### config.mk
export PLATFORM = sky130hd
export DESIGN_NAME = ddr_read_scheduler
export DESIGN_NICKNAME = d
export VERILOG_FILES = /design/src/rtl/ddr_pkg.sv /design/src/rtl/ddr_id_queue.sv /design/src/rtl/ddr_read_scheduler.sv
export SDC_FILE = /design/constraint.sdc
export NUM_CORES = 1
export LEC_CHECK = 0
export ABC_CLOCK_PERIOD_IN_PS = 11120
export CAP_MARGIN = 30
export CORE_UTILIZATION = 48
export CTS_CLUSTER_DIAMETER = 30
export CTS_CLUSTER_SIZE = 8
export DETAILED_ROUTE_END_ITERATION = 12
export HOLD_SLACK_MARGIN = 0.03
export PLACE_DENSITY = 0.88
export SLEW_MARGIN = 0
export SYNTH_ARGS = -nofsm -noshare
export SYNTH_HDL_FRONTEND = slang
export SYNTH_SLANG_ARGS = --single-unit
### constraint.sdc
create_clock -name clk -period 11.12 [get_ports clk]
set_input_delay 2.224 -clock clk [delete_from_list [all_inputs] [get_ports clk]]
set_output_delay 2.224 -clock clk [all_outputs]
set_load 0.05 [all_outputs]
### src/rtl/ddr_pkg.sv
// Shared types and constants for the DDR read scheduler: FSM states, command/ID widths
// and the sizing rule for the read-data credit counter.
package ddr_pkg;

    typedef enum logic {
        IDLE  = 1'b0,
        ISSUE = 1'b1
    } state_t;

    localparam int LEN_WIDTH = 8;
    localparam int ID_WIDTH  = 1;

    // One extra bit over the FIFO pointer so a completely free FIFO is representable.
    function automatic int credit_width(input int fifo_awidth);
        return fifo_awidth + 1;
    endfunction

endpackage

### src/rtl/ddr_id_queue.sv
// Synchronous FIFO holding the requester ID of every burst that is still waiting for
// its last read beat; the head entry steers returning data.
module ddr_id_queue #(
    parameter int DEPTH = 4,
    parameter int WIDTH = 1
) (
    input  logic             clk,
    input  logic             rstn,
    input  logic             push,
    input  logic [WIDTH-1:0] push_id,
    input  logic             pop,
    output logic [WIDTH-1:0] head,
    output logic             full,
    output logic             empty
);

    localparam int PW = (DEPTH > 1) ? $clog2(DEPTH) : 1;

    logic [WIDTH-1:0] mem [DEPTH];
    logic [PW-1:0]    wr_ptr;
    logic [PW-1:0]    rd_ptr;
    logic [PW:0]      count;
    logic             do_push;
    logic             do_pop;

    function automatic logic [PW-1:0] next_ptr(input logic [PW-1:0] p);
        return (p == PW'(DEPTH - 1)) ? '0 : p + PW'(1);
    endfunction

    assign do_push = push && !full;
    assign do_pop  = pop && !empty;
    assign full    = (count == (PW+1)'(DEPTH));
    assign empty   = (count == '0);
    assign head    = mem[rd_ptr];

    // NOTE: storage is deliberately not reset; an entry is only read after count shows it was written.
    always_ff @(posedge clk) begin
        if (do_push) mem[wr_ptr] <= push_id;
    end

    // NOTE: sequential state uses non-blocking assignments so every register samples pre-edge values.
    always_ff @(posedge clk or negedge rstn) begin
        if (!rstn) begin
            wr_ptr <= '0;
            rd_ptr <= '0;
            count  <= '0;
        end else begin
            if (do_push) wr_ptr <= next_ptr(wr_ptr);
            if (do_pop)  rd_ptr <= next_ptr(rd_ptr);
            case ({do_push, do_pop})
                2'b10:   count <= count + (PW+1)'(1);
                2'b01:   count <= count - (PW+1)'(1);
                default: count <= count;
            endcase
        end
    end

endmodule

### src/rtl/ddr_read_scheduler.sv
// Two-requester DDR read scheduler: round-robin admission gated by read-FIFO credit and
// ID-queue space, single-command issue, and ID-ordered routing of returning beats.
module ddr_read_scheduler
    import ddr_pkg::*;
#(
    parameter int AXI_DATA_WIDTH = 16,
    parameter int ADDR_WIDTH     = 27,
    parameter int FIFO_AWIDTH    = 10,
    parameter int OUTSTANDING    = 4
) (
    input  logic                      clk,
    input  logic                      rstn,
    input  logic                      s0_arvalid,
    output logic                      s0_arready,
    input  logic [ADDR_WIDTH-1:0]     s0_araddr,
    input  logic [LEN_WIDTH-1:0]      s0_arlen,
    input  logic                      s1_arvalid,
    output logic                      s1_arready,
    input  logic [ADDR_WIDTH-1:0]     s1_araddr,
    input  logic [LEN_WIDTH-1:0]      s1_arlen,
    output logic                      cmd_valid,
    input  logic                      cmd_ready,
    output logic [ADDR_WIDTH-1:0]     cmd_addr,
    output logic [LEN_WIDTH-1:0]      cmd_len,
    input  logic                      f_rvalid,
    output logic                      f_rready,
    input  logic [AXI_DATA_WIDTH:0]   f_rdata,
    output logic                      s0_rvalid,
    input  logic                      s0_rready,
    output logic [AXI_DATA_WIDTH-1:0] s0_rdata,
    output logic                      s0_rlast,
    output logic                      s1_rvalid,
    input  logic                      s1_rready,
    output logic [AXI_DATA_WIDTH-1:0] s1_rdata,
    output logic                      s1_rlast
);

    localparam int             CW          = credit_width(FIFO_AWIDTH);
    localparam logic [CW-1:0]  CREDIT_FULL = CW'((1 << FIFO_AWIDTH) - 1);

    state_t                state;
    state_t                state_next;
    logic                  prio;
    logic [CW-1:0]         credit;
    logic [CW-1:0]         credit_next;
    logic [ADDR_WIDTH-1:0] addr_q;
    logic [LEN_WIDTH-1:0]  len_q;
    logic                  pass0;
    logic                  pass1;
    logic                  grant;
    logic                  win;
    logic [LEN_WIDTH-1:0]  win_len;
    logic                  q_full;
    logic                  q_empty;
    logic [ID_WIDTH-1:0]   q_head;
    logic                  beat_fire;
    logic                  last_pop;

    function automatic logic credit_ok(input logic [CW-1:0] cr, input logic [LEN_WIDTH-1:0] len);
        return 32'(cr) >= 32'(len) + 32'd1;
    endfunction

    // Each requester is judged on its own, so one that cannot be admitted never blocks the other.
    assign pass0   = s0_arvalid && credit_ok(credit, s0_arlen) && !q_full;
    assign pass1   = s1_arvalid && credit_ok(credit, s1_arlen) && !q_full;
    assign win_len = win ? s1_arlen : s0_arlen;

    // NOTE: every always_comb output gets a default first, so no path leaves one unassigned (no latch).
    always_comb begin
        state_next = state;
        grant      = 1'b0;
        win        = 1'b0;
        s0_arready = 1'b0;
        s1_arready = 1'b0;
        cmd_valid  = 1'b0;
        case (state)
            IDLE: begin
                if (pass0 || pass1) begin
                    grant      = 1'b1;
                    win        = (pass0 && pass1) ? prio : pass1;
                    s0_arready = !win;
                    s1_arready = win;
                    state_next = ISSUE;
                end
            end
            ISSUE: begin
                cmd_valid = 1'b1;
                if (cmd_ready) state_next = IDLE;
            end
            default: state_next = IDLE;
        endcase
    end

    // Admission guarantees credit >= arlen+1, so the net update can never wrap below zero.
    assign credit_next = credit
                       - (grant ? CW'(32'(win_len) + 32'd1) : '0)
                       + CW'(beat_fire);

    always_ff @(posedge clk or negedge rstn) begin
        if (!rstn) begin
            state  <= IDLE;
            prio   <= 1'b0;
            credit <= CREDIT_FULL;
            addr_q <= '0;
            len_q  <= '0;
        end else begin
            state  <= state_next;
            credit <= credit_next;
            if (grant) begin
                prio   <= !win;
                addr_q <= win ? s1_araddr : s0_araddr;
                len_q  <= win_len;
            end
        end
    end

    assign cmd_addr = addr_q;
    assign cmd_len  = len_q;

    ddr_id_queue #(
        .DEPTH (OUTSTANDING),
        .WIDTH (ID_WIDTH)
    ) u_id_queue (
        .clk     (clk),
        .rstn    (rstn),
        .push    (grant),
        .push_id (ID_WIDTH'(win)),
        .pop     (last_pop),
        .head    (q_head),
        .full    (q_full),
        .empty   (q_empty)
    );

    // Returning beats belong to the oldest outstanding burst, whose owner is the queue head.
    assign f_rready  = (q_head[0] ? s1_rready : s0_rready) && !q_empty;
    assign s0_rvalid = f_rvalid && !q_empty && !q_head[0];
    assign s1_rvalid = f_rvalid && !q_empty && q_head[0];
    assign s0_rdata  = f_rdata[AXI_DATA_WIDTH-1:0];
    assign s1_rdata  = f_rdata[AXI_DATA_WIDTH-1:0];
    assign s0_rlast  = f_rdata[AXI_DATA_WIDTH];
    assign s1_rlast  = f_rdata[AXI_DATA_WIDTH];
    assign beat_fire = f_rvalid && f_rready;
    assign last_pop  = beat_fire && f_rdata[AXI_DATA_WIDTH];

endmodule

==> flow_summary.toml, run 1 <==
[synthesis]
synth_edf_count = 4
synth_area_sq_mm = 0.00425
syn_inst = 454
syn_nets = 599
yosys_warnings = 0
ys_types = 51
synthFlopType = "dfrtp_1"
seq_area_frac_synth_pct = 35.5
synth-async-reset-ratio_pct = 93.2
synth.avg_cell_area_sq_um = 9.35
synth-seq-cells = 59

[setup_path]
reg2reg_from = "credit[2]"
cp-start-kind = "primary input"
cp_num_buf_inv = 3
path_max_fanout = 18
crit_top_cell = "clkdlybuf4s50_1"
required_ps = 8900
crit-reg2reg-capture = "credit[10]"
worst-path-stages = 13
slowest_delay_ps = 830
crit_path_cell_trace = "clkdlybuf4s50_1, nand3_1, nor2_1, nand2_1, xor2_1, ha_1, nand4_1, nor4_1, o311ai_2, a21oi_1, buf_4, and2_1, clkdlybuf4s50_1"
cp-endpoint = "s0_arready"
cp-startpoint = "s0_arlen[2]"
crit_arrival_ps = 6020
reg2regPathDepth = 22
path_delay_family = "buffers and inverters"
reg2reg_slack_ps = 5900
crit_slowest_cell = "clkdlybuf4s50_1"
path_class = "primary input to output port"
crit_path_end_kind = "output port"

[finish]
fill_cells = 637
area_delta_synth_final_pct = 29.1
n_antenna_cell = 0
drive_gt1_share_pct = 8.81
fin_nets = 685

[run]
drv_cap = 0

[route]
wirelength_um = 10800
antenna_left = 0
drtIter0Drc = 148
num_vias = 3582
first_pass_iters = 6
via_per_inst = 5.51
drc = 0
wl_per_cell_um = 16.6

[timing]
hold_viol_final = 0
clock.fmax_ghz = 0.121
hold_slack_ps = 483
report.final.setup_viol = 0
finalMaxSlewViolations = 0
worstMarginPinSlew_ps = 675
rsz0062_at_grt = "false"
fin_setup_tns_ps = 0
skew_ps = 11.1
layout_min_cycle_time_ps = 8240
post-route-period-util_pct = 74.1
maxSlewHeadroom_pct = 55.0

[floorplan]
die_x_um = 96.0
ios = 170
die_area_sq_mm = 0.00922
die_y_um = 96.0
num_rows = 33
core_area_sq_mm = 0.00838
start_util_pct = 50.6

[placed_design]
numPortBuffers = 121
place_congestion = 0.960
dp_hpwl_um = 8360

[pwr]
p_leak_nw = 2.34
power_density_mw_per_mm2 = 341
vdd_drop_max_mv = 0.197

[clocking]
hold_buffers = 0
h-tree-depth = 3
path_clk_slew_ps = 70
cts_tree = "built"
clk_latency_ps = 350
cts_buffers = 9
cts-root-buf = "clkbuf_8"
cts_setup_buffers = 0
clk_path_buf_depth = 2
cts_sinks = 59
cts_resized = 0

[worst_hold_path]
hp-class = "flop to flop"
hold_depth = 2

[global_routing]
antenna_found_initial = 0
grt_max_degree = 68
grt_overflow_total = 0
grt_first_pass_wirelength_um = 16700
first_global_vias = 3465
track_usage_pct = 24.3

[run_status]
status = "finished clean"
==> per-layer routing <==
layer / track usage, % / vias up / routed length [um]
met5: 0 / - / 0
met4: 9.83 / 0 / 211
met3: 6.24 / 21 / 898
met2: 42.0 / 136 / 5450
met1: 28.6 / 1683 / 4250
li1: - / 1742 / -
==> how the worst min path moves through the flow <==
stage,startpoint,end,slack [ps]
after detailed placement,cmd_addr[15],cmd_addr[15],470
final,cmd_addr[15],cmd_addr[15],480
after global routing,cmd_addr[10],cmd_addr[10],510
after floorplan,u_id_queue.count[2],u_id_queue.count[2],470
after global placement,cmd_addr[26],cmd_addr[26],460
after CTS,cmd_addr[15],cmd_addr[15],490
==> worst register-to-register path: stages, from the launching register on <==
cell and delay (ps):
dfstp_2 560, ha_1 260, a21oi_1 180, a21oi_1 100, o311a_1 350, o311ai_2 320
o21a_2 210, buf_12 240, mux2i_1 310, inv_1 70, ha_1 250, inv_1 120
nor2_1 60, mux2i_1 150, ha_1 250, ha_1 340, a21o_1 190, a21oi_1 220
o21bai_1 110, a21oi_1 210, o21ai_0 210, and4_1 250, nor3_1 170
==> final cells by class <==
| cell class | count | area [sq um] | share of cell area [%] |
|---|---|---|---|
| Multi-Input combinational cell | 318 | 2260 | 41.2 |
| Tap cell | 105 | 131 | 2.40 |
| Timing Repair Buffer | 126 | 1270 | 23.1 |
| Sequential cell | 59 | 1510 | 27.5 |
| Clock buffer | 9 | 124 | 2.26 |
| Clock inverter | 7 | 91.3 | 1.67 |
| Inverter | 26 | 97.6 | 1.78 |
==> layout by cell type, fill, tap and decap left out, drive strengths merged, types with 2 or more instances in the layout <==
cell type      count
a21o               3
a21oi             17
and2               7
and3               5
buf                6
bufinv             2
clkbuf             9
clkdlybuf4s50    120
clkinv             4
dfrtp             45
dfstp             10
edfxtp             4
fa                 2
ha                48
inv               27
mux2               8
mux2i              9
nand2             54
nand2b             2
nand3             20
nand4              4
nor2              15
nor3               4
nor4               4
o21ai             46
o21bai             3
o22ai             27
o311a              2
o311ai             2
xnor2             10
xor2              14
==> stage by stage <==
step           cell area (sq um)  cells  utilization, %  total power [mW]  worst slack [ps]
6_report                    5480    650            65.4              1.87              2880
5_1_grt                     5480    650            65.4              2.02              2620
4_1_cts                     5460    649            65.2              1.87              2370
3_5_place_dp                5250    633            62.6              1.65              2420
3_3_place_gp                5230    632            62.4              1.59              2520
2_1_floorplan               4250    454               -              1.35              4320
==> registers in the layout, summed over array words and instances, names as in the netlist <==
name,flops
credit,11
u_id_queue.wr_ptr,2
u_id_queue.rd_ptr,2
cmd_addr,27
prio,1
u_id_queue.mem,4
state,1
u_id_queue.count,3
cmd_len,8
==> power by group <==
group          internal, mW  total, mW  switching, mW
sequential            0.352      0.426         0.0741
clock                 0.126      0.217         0.0917
combinational         0.478       1.23          0.747
total                 0.956       1.87          0.913
==> cells by family after synthesis <==
| logic type | after synthesis | synth area share, % |
|---|---|---|
| AND/OR/NAND/NOR | 121 | 13.4 |
| multiplexers | 18 | 4.95 |
| flip-flops | 59 | 35.5 |
| XOR/XNOR | 24 | 4.95 |
| AO/OA/AOI/OAI | 105 | 14.8 |
| buffers and inverters | 77 | 11.3 |
| adder cells (fa/ha/maj) | 50 | 15.1 |
==> cells in the mapped netlist (2+ instances only) <==
master	n	area (sq um)
o311a_1	2	20.0
and2_1	6	37.5
o21bai_1	3	22.5
a21o_1	3	22.5
a21oi_1	17	85.1
edfxtp_1	4	120
nand4_1	4	25.0
fa_1	2	40.0
inv_1	25	93.8
o22ai_1	27	169
dfrtp_1	45	1130
buf_2	5	25.0
xor2_1	14	123
mux2_4	2	30.0
nor4_1	4	25.0
ha_1	48	601
xnor2_1	10	87.6
nand3_1	20	100
buf_4	35	263
mux2_2	5	56.3
mux2i_1	9	90.1
o21ai_1	22	110
nor3_1	4	20.0
and3_1	4	25.0
clkbuf_1	5	18.8
nor2_1	15	56.3
nand2b_1	2	12.5
nand2_1	54	203
o21ai_0	23	115
buf_6	5	56.3
dfstp_2	10	263
Power figures use the tool's default switching activity.
==> run 2, diff against run 1 <==
- ABC_CLOCK_PERIOD_IN_PS: 11120 -> 7340
- CORE_UTILIZATION: 48 -> 40
- PLACE_DENSITY: 0.88 -> 0.78
- clock period: 11.12 -> 7.34 ns (I/O delays scaled with it)
==> run 2 against run 1 <==
Compared with the run above:
- sequential share of layout area shrank 0.081 points
- die area grew 20%
- total power grew 51%
- via count shrank 0.70%
- count of clock-buffer cells in the layout grew 1
- first-iteration DRC count grew 7.4%
- final area grew 0.30%
- hold slack lost 1.8 ps
==> flow_summary.toml, run 2 (synthesis results as in run 1) <==
[run_status]
status = "finished clean"

[setup_path]
crit_slowest_cell = "clkdlybuf4s50_1"
slowest_delay_ps = 900
path_max_fanout = 45
worst-path-stages = 13
crit_top_cell = "clkdlybuf4s50_1"
crit_path_cell_trace = "clkdlybuf4s50_1, nand3_1, nor2_1, nand2_1, xor2_1, ha_1, nand4_1, a21oi_1, o311a_1, o311ai_2, o21a_2, buf_4, clkdlybuf4s50_1"
reg2reg_from = "credit[2]"
path_class = "primary input to output port"
reg2regPathDepth = 21
reg2reg_slack_ps = 2300
crit-reg2reg-capture = "credit[10]"
crit_arrival_ps = 5510
cp-endpoint = "s1_arready"
cp-startpoint = "s0_arlen[3]"
path_delay_family = "buffers and inverters"
cp_num_buf_inv = 3
crit_path_end_kind = "output port"
required_ps = 5870
cp-start-kind = "primary input"

[floorplan]
num_rows = 37
core_area_sq_mm = 0.0103
ios = 170
die_x_um = 105
die_area_sq_mm = 0.0110
die_y_um = 105
start_util_pct = 41.1

[route]
num_vias = 3557
via_per_inst = 5.22
antenna_left = 0
wl_per_cell_um = 16.1
drtIter0Drc = 159
first_pass_iters = 4
drc = 0
wirelength_um = 10900

[global_routing]
grt_max_degree = 69
first_global_vias = 3566
track_usage_pct = 20.1
antenna_found_initial = 0
grt_first_pass_wirelength_um = 17300
grt_overflow_total = 0

[clocking]
clk_path_buf_depth = 2
cts_tree = "built"
clk_latency_ps = 350
cts-root-buf = "clkbuf_8"
cts_sinks = 59
cts_resized = 0
h-tree-depth = 3
cts_buffers = 9
path_clk_slew_ps = 70
hold_buffers = 0
cts_setup_buffers = 0

[timing]
layout_min_cycle_time_ps = 6980
post-route-period-util_pct = 95.1
clock.fmax_ghz = 0.143
finalMaxSlewViolations = 0
hold_viol_final = 0
rsz0062_at_grt = "false"
fin_setup_tns_ps = 0
fin_ws_ps = 363
worstMarginPinSlew_ps = 700
hold_slack_ps = 481
report.final.setup_viol = 0
maxSlewHeadroom_pct = 53.3
skew_ps = 14.7

[pwr]
p_clk_share_pct = 11.8
cell_internal_pwr_mw = 1.43
p_leak_nw = 2.33
p_switching_mw = 1.38
vdd_drop_max_mv = 0.279
power_density_mw_per_mm2 = 513
power_frac_seq_pct = 22.8
p_comb_share_pct = 65.3
finalPower_mw = 2.82
swShare_pct = 49.1

[placed_design]
place_congestion = 0.973
numPortBuffers = 121
dp_slack_ps = 259
dp_hpwl_um = 8630

[worst_hold_path]
min_from = "cmd_addr[26]"
hp-class = "flop to flop"

[finish]
most-common-layout-cells = "clkdlybuf4s50_1 (120), nand2_1 (54), ha_1 (48), dfrtp_1 (45), o22ai_1 (27)"
fill_cells = 942
n_antenna_cell = 0
largest_reg_flops = 27
drive_gt1_share_pct = 8.81
area_delta_synth_final_pct = 29.5
final_common_cell = "clkdlybuf4s50_1"
fin_nets = 685

[run]
drv_cap = 0
==> run 2: cell types whose count changed in the layout (fill, tap and decap cells not counted) <==
cell,previous run,this run
buf_12,2,0
buf_4,3,5
clkinvlp_4,0,1
clkinv_4,1,2
clkinv_2,2,1
clkinv_1,1,0
clkbuf_1,0,1
inv_6,1,0
==> run 2: power groups by stage <==
| stage | sequential (mW) | clock [mW] | combinational (mW) |
|---|---|---|---|
| after floorplan | 0.962 | 0 | 1.08 |
| after global placement | 0.644 | 0 | 1.79 |
| after detailed placement | 0.651 | 0 | 1.85 |
| after CTS | 0.646 | 0.338 | 1.86 |
| after global routing | 0.667 | 0.353 | 2.03 |
| final | 0.644 | 0.334 | 1.84 |
==> run 2: cell type report <==
| type | count | area (sq um) | share of cell area (%) |
|---|---|---|---|
| well taps | 136 | 170 | 3.09 |
| flip-flops and latches | 59 | 1510 | 27.4 |
| clock buffers | 10 | 128 | 2.32 |
| repair buffers | 126 | 1240 | 22.6 |
| clock inverters | 6 | 90.1 | 1.64 |
| multi-input cells | 318 | 2260 | 41.1 |
| inverters | 26 | 97.6 | 1.77 |
==> run 2: worst min path at each step <==
stage / end / slack, ps / cells past startpoint
after CTS: cmd_addr[26] / 490 / 2
after global routing: cmd_addr[12] / 510 / 2
after floorplan: u_id_queue.count[2] / 470 / 1
after detailed placement: cmd_addr[26] / 470 / 2
after global placement: cmd_len[2] / 460 / 2
final: cmd_addr[26] / 480 / 2
==> run 2: worst min-delay path, delay by kind of cell (launching register included) <==
kind               cells  cell delay, ps
and+or+nand+nor        1              40
AOI/OAI and AO/OA      1              60
DFF                    1             340
==> run 2: metal layers <==
layer,vias up,GRT usage [%],part of all wire (%)
met3,28,5.74,7.4
li1,1741,-,-
met2,134,34.7,49
met4,0,7.24,2.1
met1,1654,23.7,42
met5,-,0,0
==> run 2: through the flow <==
step | instances | cell area (sq um) | utilization, %
after global placement | 665 | 5280 | 51.2
after global routing | 681 | 5500 | 53.3
after floorplan | 454 | 4250 | -
final | 681 | 5500 | 53.3
after CTS | 681 | 5500 | 53.3
after detailed placement | 665 | 5280 | 51.2
